===== config.mk =====
export PLATFORM = sky130hd
export DESIGN_NAME = controlunit_pipe_flat
export DESIGN_NICKNAME = d
export VERILOG_FILES = /design/src/rtl/controlunit_pipe_if.sv /design/src/rtl/controlunit_pipe.sv /design/src/flat_wrapper.sv
export SDC_FILE = /design/constraint.sdc
export NUM_CORES = 1
export LEC_CHECK = 0
export BUFFER_PORTS_ARGS = -buffer_cell sky130_fd_sc_hd__buf_2
export CAP_MARGIN = 20
export CORE_UTILIZATION = 45
export DETAILED_ROUTE_END_ITERATION = 7
export HOLD_SLACK_MARGIN = 0.08
export PLACE_DENSITY = 0.77
export SLEW_MARGIN = 20
export SYNTH_ARGS = -nofsm -noshare
export SYNTH_HDL_FRONTEND = slang
export SYNTH_SLANG_ARGS = --single-unit

===== constraint.sdc =====
create_clock -name clk -period 4.8 [get_ports clk]
set_input_delay 0.24 -clock clk [delete_from_list [all_inputs] [get_ports clk]]
set_output_delay 0.24 -clock clk [all_outputs]
set_load 0.1 [all_outputs]

===== src/rtl/controlunit_pipe_if.sv =====
// D-to-E handshake bundle for controlunit_pipe.
// MulDivE exists only when CTRL_MULDIV_EN is defined.
interface controlunit_pipe_if #(
    parameter int XLEN      = 32,
    parameter int ALUCTRL_W = 4,
    parameter int CNT_W     = 8
);
    logic [XLEN-1:0]      InstrD;
    logic                 ValidD;
    logic                 ReadyD;
    logic                 ReadyE;
    logic                 StallE;
    logic                 FlushE;
    logic                 ValidE;
    logic                 RegWriteE;
    logic [1:0]           ResultSrcE;
    logic                 MemWriteE;
    logic                 JumpE;
    logic                 BranchE;
    logic [ALUCTRL_W-1:0] ALUControlE;
    logic                 ALUSrcE;
    logic [2:0]           ImmSrcE;
    logic                 IllegalE;
    logic [CNT_W-1:0]     IllegalCnt;
`ifdef CTRL_MULDIV_EN
    logic                 MulDivE;
`endif

    modport slave (
        input  InstrD, ValidD, ReadyE, StallE, FlushE,
        output ReadyD, ValidE, RegWriteE, ResultSrcE, MemWriteE, JumpE,
               BranchE, ALUControlE, ALUSrcE, ImmSrcE, IllegalE, IllegalCnt
`ifdef CTRL_MULDIV_EN
        , output MulDivE
`endif
    );

    modport master (
        output InstrD, ValidD, ReadyE, StallE, FlushE,
        input  ReadyD, ValidE, RegWriteE, ResultSrcE, MemWriteE, JumpE,
               BranchE, ALUControlE, ALUSrcE, ImmSrcE, IllegalE, IllegalCnt
`ifdef CTRL_MULDIV_EN
        , input MulDivE
`endif
    );
endinterface


===== src/rtl/controlunit_pipe.sv =====
// RV32I decode stage with registered E-stage control word, stall/flush and
// saturating illegal-instruction counter. Optional RV32M decode: CTRL_MULDIV_EN.
module controlunit_pipe #(
    parameter int XLEN      = 32,
    parameter int ALUCTRL_W = 4,
    parameter int CNT_W     = 8
) (
    input  logic                  clk,
    input  logic                  rst,
    controlunit_pipe_if.slave     bus
);
    if (XLEN != 32) begin : g_bad_xlen
        $error("controlunit_pipe: XLEN must be 32");
    end
    if (ALUCTRL_W < 4) begin : g_bad_aluw
        $error("controlunit_pipe: ALUCTRL_W must be >= 4");
    end
`ifdef CTRL_MULDIV_EN
    if (ALUCTRL_W < 5) begin : g_bad_aluw_md
        $error("controlunit_pipe: ALUCTRL_W must be >= 5 with RV32M");
    end
`endif

    typedef enum logic [6:0] {
        OP_R      = 7'b0110011,
        OP_IALU   = 7'b0010011,
        OP_LOAD   = 7'b0000011,
        OP_STORE  = 7'b0100011,
        OP_BRANCH = 7'b1100011,
        OP_JAL    = 7'b1101111,
        OP_JALR   = 7'b1100111,
        OP_LUI    = 7'b0110111,
        OP_AUIPC  = 7'b0010111
    } opcode_e;

    typedef enum logic [3:0] {
        ALU_ADD   = 4'b0000,
        ALU_SUB   = 4'b0001,
        ALU_AND   = 4'b0010,
        ALU_OR    = 4'b0011,
        ALU_XOR   = 4'b0100,
        ALU_SLT   = 4'b0101,
        ALU_SLTU  = 4'b0110,
        ALU_SLL   = 4'b0111,
        ALU_SRL   = 4'b1000,
        ALU_SRA   = 4'b1001,
        ALU_PASSB = 4'b1010
    } alu_op_e;

    typedef struct packed {
        logic                 reg_write;
        logic [1:0]           result_src;
        logic                 mem_write;
        logic                 jump;
        logic                 branch;
        logic [ALUCTRL_W-1:0] alu_ctrl;
        logic                 alu_src;
        logic [2:0]           imm_src;
        logic                 illegal;
`ifdef CTRL_MULDIV_EN
        logic                 muldiv;
`endif
    } ctrl_t;

    logic [6:0] opcode;
    logic [2:0] funct3;
    logic [6:0] funct7;
    logic       unused_instr_bits;

    assign opcode = bus.InstrD[6:0];
    assign funct3 = bus.InstrD[14:12];
    assign funct7 = bus.InstrD[31:25];
    assign unused_instr_bits = ^{bus.InstrD[24:15], bus.InstrD[11:7]};

    ctrl_t   ctrl_d, ctrl_q;
    alu_op_e alu_op;
    logic    legal;
    logic    use_raw_alu;

    // funct3 -> ALU op for the base R / I-ALU group (shifts and SUB refined below)
    function automatic alu_op_e base_alu(input logic [2:0] f3);
        case (f3)
            3'b000:  base_alu = ALU_ADD;
            3'b001:  base_alu = ALU_SLL;
            3'b010:  base_alu = ALU_SLT;
            3'b011:  base_alu = ALU_SLTU;
            3'b100:  base_alu = ALU_XOR;
            3'b101:  base_alu = ALU_SRL;
            3'b110:  base_alu = ALU_OR;
            default: base_alu = ALU_AND;
        endcase
    endfunction

    always_comb begin
        ctrl_d      = '0;
        alu_op      = ALU_ADD;
        legal       = 1'b0;
        use_raw_alu = 1'b0;
        if (bus.InstrD[1:0] == 2'b11) begin
            case (opcode)
                OP_R: begin
                    ctrl_d.reg_write = 1'b1;
                    alu_op           = base_alu(funct3);
                    if (funct7 == 7'b0000000) begin
                        legal = 1'b1;
                    end else if (funct7 == 7'b0100000) begin
                        legal  = (funct3 == 3'b000) || (funct3 == 3'b101);
                        alu_op = (funct3 == 3'b000) ? ALU_SUB : ALU_SRA;
`ifdef CTRL_MULDIV_EN
                    end else if (funct7 == 7'b0000001) begin
                        legal           = 1'b1;
                        use_raw_alu     = 1'b1;
                        ctrl_d.muldiv   = 1'b1;
                        ctrl_d.alu_ctrl = ALUCTRL_W'({1'b1, funct3});
`endif
                    end
                end
                OP_IALU: begin
                    ctrl_d.reg_write = 1'b1;
                    ctrl_d.alu_src   = 1'b1;
                    alu_op           = base_alu(funct3);
                    if (funct3 == 3'b001) begin
                        legal = (funct7 == 7'b0000000);
                    end else if (funct3 == 3'b101) begin
                        legal  = (funct7 == 7'b0000000) || (funct7 == 7'b0100000);
                        alu_op = funct7[5] ? ALU_SRA : ALU_SRL;
                    end else begin
                        legal = 1'b1;
                    end
                end
                OP_LOAD: begin
                    ctrl_d.reg_write  = 1'b1;
                    ctrl_d.result_src = 2'b01;
                    ctrl_d.alu_src    = 1'b1;
                    legal = (funct3 <= 3'b010) || (funct3 == 3'b100) || (funct3 == 3'b101);
                end
                OP_STORE: begin
                    ctrl_d.mem_write = 1'b1;
                    ctrl_d.alu_src   = 1'b1;
                    ctrl_d.imm_src   = 3'b001;
                    legal            = (funct3 <= 3'b010);
                end
                OP_BRANCH: begin
                    ctrl_d.branch  = 1'b1;
                    ctrl_d.imm_src = 3'b010;
                    alu_op         = ALU_SUB;
                    legal          = (funct3 != 3'b010) && (funct3 != 3'b011);
                end
                OP_JAL: begin
                    ctrl_d.reg_write  = 1'b1;
                    ctrl_d.jump       = 1'b1;
                    ctrl_d.result_src = 2'b10;
                    ctrl_d.imm_src    = 3'b011;
                    legal             = 1'b1;
                end
                OP_JALR: begin
                    ctrl_d.reg_write  = 1'b1;
                    ctrl_d.jump       = 1'b1;
                    ctrl_d.result_src = 2'b10;
                    ctrl_d.alu_src    = 1'b1;
                    legal             = (funct3 == 3'b000);
                end
                OP_LUI: begin
                    ctrl_d.reg_write = 1'b1;
                    ctrl_d.alu_src   = 1'b1;
                    ctrl_d.imm_src   = 3'b100;
                    alu_op           = ALU_PASSB;
                    legal            = 1'b1;
                end
                OP_AUIPC: begin
                    ctrl_d.reg_write = 1'b1;
                    ctrl_d.alu_src   = 1'b1;
                    ctrl_d.imm_src   = 3'b100;
                    legal            = 1'b1;
                end
                default: legal = 1'b0;
            endcase
        end
        if (!use_raw_alu) begin
            ctrl_d.alu_ctrl = ALUCTRL_W'(alu_op);
        end
        // Illegal words carry no side effects into E, only the flag.
        if (!legal) begin
            ctrl_d         = '0;
            ctrl_d.illegal = 1'b1;
        end
    end

    logic             valid_q;
    logic [CNT_W-1:0] cnt_q;
    logic             can_accept;
    logic             accept;

    assign can_accept = (!valid_q || bus.ReadyE) && !bus.StallE;
    assign accept     = bus.ValidD && can_accept;

    always_ff @(posedge clk) begin
        if (rst) begin
            valid_q <= 1'b0;
            ctrl_q  <= '0;
            cnt_q   <= '0;
        end else if (bus.FlushE) begin
            valid_q          <= 1'b0;
            ctrl_q.illegal   <= 1'b0;
            ctrl_q.reg_write <= 1'b0;
            ctrl_q.mem_write <= 1'b0;
            ctrl_q.jump      <= 1'b0;
            ctrl_q.branch    <= 1'b0;
`ifdef CTRL_MULDIV_EN
            ctrl_q.muldiv    <= 1'b0;
`endif
        end else if (accept) begin
            valid_q <= 1'b1;
            ctrl_q  <= ctrl_d;
            if (ctrl_d.illegal && (cnt_q != '1)) begin
                cnt_q <= cnt_q + 1'b1;
            end
        end else if (valid_q && bus.ReadyE && !bus.StallE) begin
            valid_q <= 1'b0;
        end
    end

    assign bus.ReadyD      = can_accept;
    assign bus.ValidE      = valid_q;
    assign bus.RegWriteE   = ctrl_q.reg_write;
    assign bus.ResultSrcE  = ctrl_q.result_src;
    assign bus.MemWriteE   = ctrl_q.mem_write;
    assign bus.JumpE       = ctrl_q.jump;
    assign bus.BranchE     = ctrl_q.branch;
    assign bus.ALUControlE = ctrl_q.alu_ctrl;
    assign bus.ALUSrcE     = ctrl_q.alu_src;
    assign bus.ImmSrcE     = ctrl_q.imm_src;
    assign bus.IllegalE    = ctrl_q.illegal;
    assign bus.IllegalCnt  = cnt_q;
`ifdef CTRL_MULDIV_EN
    assign bus.MulDivE     = ctrl_q.muldiv;
`endif
endmodule


===== src/flat_wrapper.sv =====
// flat-port wrapper written by rule: the top's interface ports become plain ports
module controlunit_pipe_flat 
#(
    parameter int XLEN      = 32,
    parameter int ALUCTRL_W = 4,
    parameter int CNT_W     = 8
)
  (clk, rst, bus_InstrD, bus_ValidD, bus_ReadyE, bus_StallE, bus_FlushE, bus_ReadyD, bus_ValidE, bus_RegWriteE, bus_ResultSrcE, bus_MemWriteE, bus_JumpE, bus_BranchE, bus_ALUControlE, bus_ALUSrcE, bus_ImmSrcE, bus_IllegalE, bus_IllegalCnt);
  controlunit_pipe_if #(.XLEN(XLEN), .ALUCTRL_W(ALUCTRL_W), .CNT_W(CNT_W)) bus_i ();
  input  logic clk;
  input  logic rst;
  input wire logic [$bits(bus_i.InstrD)-1:0] bus_InstrD;
  input wire logic [$bits(bus_i.ValidD)-1:0] bus_ValidD;
  input wire logic [$bits(bus_i.ReadyE)-1:0] bus_ReadyE;
  input wire logic [$bits(bus_i.StallE)-1:0] bus_StallE;
  input wire logic [$bits(bus_i.FlushE)-1:0] bus_FlushE;
  output wire logic [$bits(bus_i.ReadyD)-1:0] bus_ReadyD;
  output wire logic [$bits(bus_i.ValidE)-1:0] bus_ValidE;
  output wire logic [$bits(bus_i.RegWriteE)-1:0] bus_RegWriteE;
  output wire logic [$bits(bus_i.ResultSrcE)-1:0] bus_ResultSrcE;
  output wire logic [$bits(bus_i.MemWriteE)-1:0] bus_MemWriteE;
  output wire logic [$bits(bus_i.JumpE)-1:0] bus_JumpE;
  output wire logic [$bits(bus_i.BranchE)-1:0] bus_BranchE;
  output wire logic [$bits(bus_i.ALUControlE)-1:0] bus_ALUControlE;
  output wire logic [$bits(bus_i.ALUSrcE)-1:0] bus_ALUSrcE;
  output wire logic [$bits(bus_i.ImmSrcE)-1:0] bus_ImmSrcE;
  output wire logic [$bits(bus_i.IllegalE)-1:0] bus_IllegalE;
  output wire logic [$bits(bus_i.IllegalCnt)-1:0] bus_IllegalCnt;
  assign bus_i.InstrD = bus_InstrD;
  assign bus_i.ValidD = bus_ValidD;
  assign bus_i.ReadyE = bus_ReadyE;
  assign bus_i.StallE = bus_StallE;
  assign bus_i.FlushE = bus_FlushE;
  assign bus_ReadyD = bus_i.ReadyD;
  assign bus_ValidE = bus_i.ValidE;
  assign bus_RegWriteE = bus_i.RegWriteE;
  assign bus_ResultSrcE = bus_i.ResultSrcE;
  assign bus_MemWriteE = bus_i.MemWriteE;
  assign bus_JumpE = bus_i.JumpE;
  assign bus_BranchE = bus_i.BranchE;
  assign bus_ALUControlE = bus_i.ALUControlE;
  assign bus_ALUSrcE = bus_i.ALUSrcE;
  assign bus_ImmSrcE = bus_i.ImmSrcE;
  assign bus_IllegalE = bus_i.IllegalE;
  assign bus_IllegalCnt = bus_i.IllegalCnt;
  controlunit_pipe #(.XLEN(XLEN), .ALUCTRL_W(ALUCTRL_W), .CNT_W(CNT_W)) u_core (.clk(clk), .rst(rst), .bus(bus_i));
endmodule

==> results_dict.tcl, run 1 <==
set metrics [dict create \
    path_clk_slew_ns 0.14 \
    required_ns 5.03 \
    root_buffer "clkbuf_4" \
    grt_overflow 0 \
    pin_count 63 \
    period_share_pct 45.8 \
    crit_path_start_kind "flip-flop" \
    worstSetupPathType "flip-flop to flip-flop" \
    grt_usage_pct 21.2 \
    antenna_found_initial 0 \
    ctsResizeCount 0 \
    pwr-share-seq_pct 53.5 \
    grtUsageMet3_pct 2.60 \
    grt_pass1_wl_um 5770 \
    cts_buffer_depth 2 \
    post_cts_buffers 0 \
    grt_busiest_layer "met2" \
    worst_ep_arrival_time_ns 2.42 \
    vias 1492 \
    drt_iter0_drc 65 \
    holdBufCountCts 0 \
    synth-async-reset-ratio_pct 0 \
    setup_ws_ns 2.60 \
    slew_viol_final 0 \
    fin_setup_tns_ns 0 \
    synth.ff_latch_count 24 \
    firstDrtPassIters 4 \
    p_leak_nw 0.776 \
    drc_errors 0 \
    p_int_uw 267 \
    hold_class "input pin to flip-flop" \
    grt_pass1_vias 1297 \
    power.net_switching_uw 110 \
    grt_start_max_net_pins 24 \
    syn_to_final_growth_pct 17.1 \
    routed_via_density 5.53 \
    die-area_sq_mm 0.00362 \
    synth.cell_area_sq_mm 0.00152 \
    wl_per_cell_um 12.8 \
    swShare_pct 29.2 \
    core.rowCount 20 \
    grt_util_met2_pct 34.1 \
    max_freq_ghz 0.455 \
    finalHoldViolCount 0 \
    die_h_um 60.2 \
    cts_tree "yes" \
    power_uw 377 \
    post_dp_cell_area_sq_mm 0.00175 \
    htree_num_levels 1 \
    core_area_sq_mm 0.00313 \
    avgSynthCellArea_sq_um 8.19 \
    fin_area_sq_mm 0.00178 \
    drive_above_1_share_pct 29.6 \
    max_slew.worst_pin.slew_ns 0.656 \
    ant_nets 0 \
    nets 266 \
    rsz0062_at_grt "no" \
    start_util_pct 48.7 \
    met1_usage_pct 28.6 \
    p_clk_share_pct 29.4 \
    final.fill_count 291 \
    maxCapViolations 0 \
    synth_nets 225 \
    max_slew_margin_pct 56.3 \
    ir_worst_vdd_mv 0.0906 \
    place_congestion 0.849 \
    setup_violations 0 \
    io_buffers 47 \
    fin_crit_ns 2.20 \
    dp_hpwl_um 2590 \
    finalWirelength_um 3450 \
    yosysSeqAreaShare_pct 31.6 \
    cp-end-kind "flip-flop" \
    status "finished, final reports clean" \
    synth_flop_cell "dfxtp_1" \
    dp_slack_ns 2.48 \
    yosysWarnings 0 \
    cp_max_fo 7 \
    synth_enable_flop_cells 0 \
    skew_ns 0.00227 \
    die_w_um 60.2 \
    cts_made_buffers 3 \
    cts.sinks 24 \
    synthCells 186 \
    pwr-share-comb_pct 17.1 \
    insertion_delay_ns 0.32 \
    ys_types 57 \
    power_density_mw_per_mm2 211 \
    num_antenna_cells 0 \
]
## cells by family (layout without fill, tap and decap cells)
logic type	after synthesis	in the layout	share of synthesized area, %
compound gates	47	47	21.9
mux	6	6	4.27
flops	24	24	31.6
buf+inv	19	59	6.33
fa+ha+maj	1	1	0.822
simple gates	87	87	33.9
xor+xnor	2	2	1.15
## final cells by class
cell class                      count  area (sq um)  area share (%)
Clock buffer                        4          36.3            2.04
Inverter                            8          30.0            1.68
Multi-Input combinational cell    143           946            53.1
Sequential cell                    24           480            26.9
Tap cell                           44          55.1            3.09
Timing Repair Buffer               47           235            13.2
## layout by cell type, fill, tap and decap left out, types with 2 or more instances in the layout
master    instances
o21ai_0           8
and3b_1           2
or3_1             5
o31ai_1           3
nand3_1           6
nand2_1          18
a21oi_1          15
mux2_1            3
and3_1            2
a22oi_1           6
nor2_1           25
inv_1             6
nor3_1            3
nand4_1           6
inv_2             2
buf_2            47
clkbuf_4          3
o211ai_1          2
dfxtp_1          24
nor2b_1           3
and4_2            2
xnor2_1           2
mux2i_1           2
## synth_stat cells (2+ instances only)
| cell | instances | area [sq um] |
|---|---|---|
| nor2_1 | 25 | 93.8 |
| dfxtp_1 | 24 | 480 |
| nand2_1 | 18 | 67.6 |
| a21oi_1 | 15 | 75.1 |
| o21ai_0 | 8 | 40.0 |
| a22oi_1 | 6 | 45.0 |
| inv_1 | 6 | 22.5 |
| nand3_1 | 6 | 30.0 |
| nand4_1 | 6 | 37.5 |
| or3_1 | 5 | 31.3 |
| buf_2 | 4 | 20.0 |
| mux2_1 | 3 | 33.8 |
| nor2b_1 | 3 | 18.8 |
| nor3_1 | 3 | 15.0 |
| o31ai_1 | 3 | 22.5 |
| and3_1 | 2 | 12.5 |
| and3b_1 | 2 | 17.5 |
| and4_2 | 2 | 20.0 |
| buf_4 | 2 | 15.0 |
| clkbuf_1 | 2 | 7.51 |
| inv_2 | 2 | 7.51 |
| mux2i_1 | 2 | 20.0 |
| o211ai_1 | 2 | 15.0 |
| xnor2_1 | 2 | 17.5 |
## flip-flops by register name (all words and copies together) (netlist names)
| name | flops |
|---|---|
| u_core.bus.IllegalCnt | 8 |
| u_core.bus.ALUControlE | 4 |
| u_core.bus.ImmSrcE | 3 |
| u_core.bus.ResultSrcE | 2 |
| u_core.bus.ALUSrcE | 1 |
| u_core.bus.BranchE | 1 |
| u_core.bus.IllegalE | 1 |
| u_core.bus.JumpE | 1 |
| u_core.bus.MemWriteE | 1 |
| u_core.bus.RegWriteE | 1 |
| u_core.bus.ValidE | 1 |
## routing by layer
layer | up-vias | share of wire [%]
met5 | - | 0
met2 | 49 | 46
met3 | 7 | 5.3
met4 | 0 | 1.9
met1 | 673 | 47
li1 | 763 | -
## per-stage QoR
step	utilization (%)	cells	hold WS, ns
final	57.0	270	0.256
after global routing	57.0	270	0.265
after CTS	57.0	270	0.258
after detailed placement	55.8	266	0.442
after global placement	55.8	266	0.436
after floorplan	-	186	0.431
## power groups by stage
stage	combinational [mW]	clock, mW	sequential [mW]
finish	0.0646	0.111	0.202
global route	0.0707	0.123	0.202
CTS	0.0644	0.112	0.202
detailed placement	0.0642	0	0.206
global placement	0.0637	0	0.206
floorplan	0.0388	0	0.214
## worst paths after layout
check	cells after the start	startpoint	to	slack [ns]
setup reg to reg	5	u_core.bus.ValidE	u_core.bus.IllegalCnt[5]	2.60
hold / removal	4	bus_StallE	u_core.bus.ImmSrcE[2]	0.26
hold reg to reg	2	u_core.bus.ALUControlE[0]	u_core.bus.ALUControlE[0]	0.46
setup / recovery	5	u_core.bus.ValidE	u_core.bus.IllegalCnt[5]	2.60
## worst max-delay path, cell delays in order (launching register included)
cell	delay, ns
dfxtp_1	0.37
a2111oi_4	0.62
nand3_4	0.14
or3_4	0.41
nor3_1	0.22
mux2_1	0.34
(Power assumes the default switching activity.)
==> run 2: changes to the inputs <==
CORE_UTILIZATION = 43   (was 45)
clock period = 1.9 ns   (was 4.8 ns; I/O delays follow)
==> results_dict.tcl, run 2 (synthesis results as in run 1) <==
set metrics [dict create \
    worst_ep_arrival_time_ns 2.09 \
    slew_viol_final 0 \
    max_slew.worst_pin.slew_ns 0.488 \
    insertion_delay_ns 0.32 \
    fin_crit_ns 1.87 \
    pin_count 63 \
    critPathMaxStageDelay_ns 0.39 \
    cp_max_fo 4 \
    grtUsageMet3_pct 2.73 \
    setup_violations 0 \
    hold_class "input pin to flip-flop" \
    drc_errors 0 \
    grt_usage_pct 21.8 \
    grt_busiest_layer "met2" \
    firstDrtPassIters 4 \
    finalWirelength_um 3800 \
    largest_register_ff_count 8 \
    nets 286 \
    cts_buffer_depth 2 \
    die_h_um 61.5 \
    grt_pass1_vias 1384 \
    cp-end-kind "flip-flop" \
    met1_usage_pct 29.4 \
    drt_iter0_drc 83 \
    worst_path_max_delay_cell "dfxtp_4" \
    grt_pass1_wl_um 6190 \
    num_antenna_cells 0 \
    final.fill_count 321 \
    io_buffers 47 \
    root_buffer "clkbuf_4" \
    maxCapViolations 0 \
    routed_via_density 5.42 \
    max_freq_ghz 0.535 \
    ant_nets 0 \
    p_leak_nw 0.890 \
    max_slew_margin_pct 67.7 \
    syn_to_final_growth_pct 30.7 \
    drive_above_1_share_pct 40.7 \
    required_ns 2.12 \
    grt_util_met2_pct 36.3 \
    critical_path.cell_chain "a2111oi_4 -> nand3_4 -> or3_4 -> nor3_2 -> mux2_4" \
    holdBufCountCts 0 \
    ir_worst_vdd_mv 0.241 \
    place_congestion 0.853 \
    worstSetupPathType "flip-flop to flip-flop" \
    path_clk_slew_ns 0.14 \
    start_util_pct 45.3 \
    fin_util_pct 59.2 \
    power_density_mw_per_mm2 544 \
    vias 1584 \
    dp_hpwl_um 2870 \
    die_w_um 61.5 \
    status "finished, final reports clean" \
    cts_tree "yes" \
    htree_num_levels 1 \
    mostFrequentLayoutCell "buf_2" \
    cts_made_buffers 3 \
    skew_ns 0.00903 \
    crit_path_start_kind "flip-flop" \
    core_area_sq_mm 0.00336 \
    die-area_sq_mm 0.00378 \
    rsz0062_at_grt "yes" \
    wl_per_cell_um 13.0 \
    final_cell_mix "buf_2 (47), nor2_1 (25), buf_4 (20)" \
    power_mw 1.08 \
    period_share_pct 98.5 \
    cts.sinks 24 \
    core.rowCount 21 \
    grt_start_max_net_pins 24 \
    grt_overflow 0 \
    fin_area_sq_mm 0.00199 \
    finalHoldViolCount 0 \
    antenna_found_initial 0 \
    post_dp_cell_area_sq_mm 0.00193 \
]
run 2: cell count changes in the layout (fill, tap and decap cells not counted):
| cell | change |
|---|---|
| mux2_4 | +1 |
| dfxtp_2 | +8 |
| buf_4 | +20 |
| bufinv_16 | +1 |
| nor3_2 | +2 |
| a21oi_4 | +1 |
| a21oi_1 | -1 |
| mux2_1 | -1 |
| dfxtp_1 | -9 |
| dfxtp_4 | +1 |
| nor3_1 | -2 |
| clkbuf_8 | -1 |
run 2: what timing repair did:
action	4_1_cts	5_1_grt
setup buffers	0	0
gates resized for setup	0	2
endpoints found under the setup margin	1	3
endpoints found under the hold margin	0	0
pin swaps	1	0
run 2: per-stage QoR:
step                      TNS, ns  hold slack, ns  setup slack, ns  instances
final                           0           0.145           0.0293        292
after floorplan            -0.541           0.286           -0.260        186
after detailed placement   -0.342           0.438          -0.0649        288
after global routing      -0.0356           0.142          -0.0356        292
after global placement     -0.224           0.433          -0.0549        288
after CTS                       0           0.140           0.0203        292
run 2: path summary, 6_finish.rpt:
path                             startpoint                         to  slack [ns]  cells after the start
setup reg to reg          u_core.bus.ValidE   u_core.bus.IllegalCnt[5]        0.03                      5
hold / removal                   bus_FlushE          u_core.bus.ValidE        0.14                      3
setup / recovery          u_core.bus.ValidE   u_core.bus.IllegalCnt[5]        0.03                      5
hold reg to reg   u_core.bus.ALUControlE[2]  u_core.bus.ALUControlE[2]        0.46                      2
run 2: area by class of cell:
cell class	instances	area [sq um]	area share, %
clock buffers	3	22.5	1.13
clock inverters	1	30.0	1.51
inverters	8	30.0	1.51
multi-input cells	143	971	48.8
flip-flops and latches	24	494	24.8
well taps	46	57.6	2.89
repair buffers	67	385	19.4
run 2: layer usage:
metal,routed length [um],part of all wire (%)
met1,1810,48
met2,1770,47
met3,187,4.9
met4,39,1.0
met5,0,0
run 2: critical path: cells and delay by family (launching register included):
kind            cells  cell delay, ns
compound gates      1            0.38
flops               1            0.39
simple gates        3            0.69
mux                 1            0.31
run 2: report_power, final:
part           leakage (nW)  switching (mW)  internal, mW  total, mW
Sequential            0.198         0.00277         0.505      0.508
Clock                0.0279           0.167         0.213      0.380
Combinational         0.664           0.123        0.0708      0.194
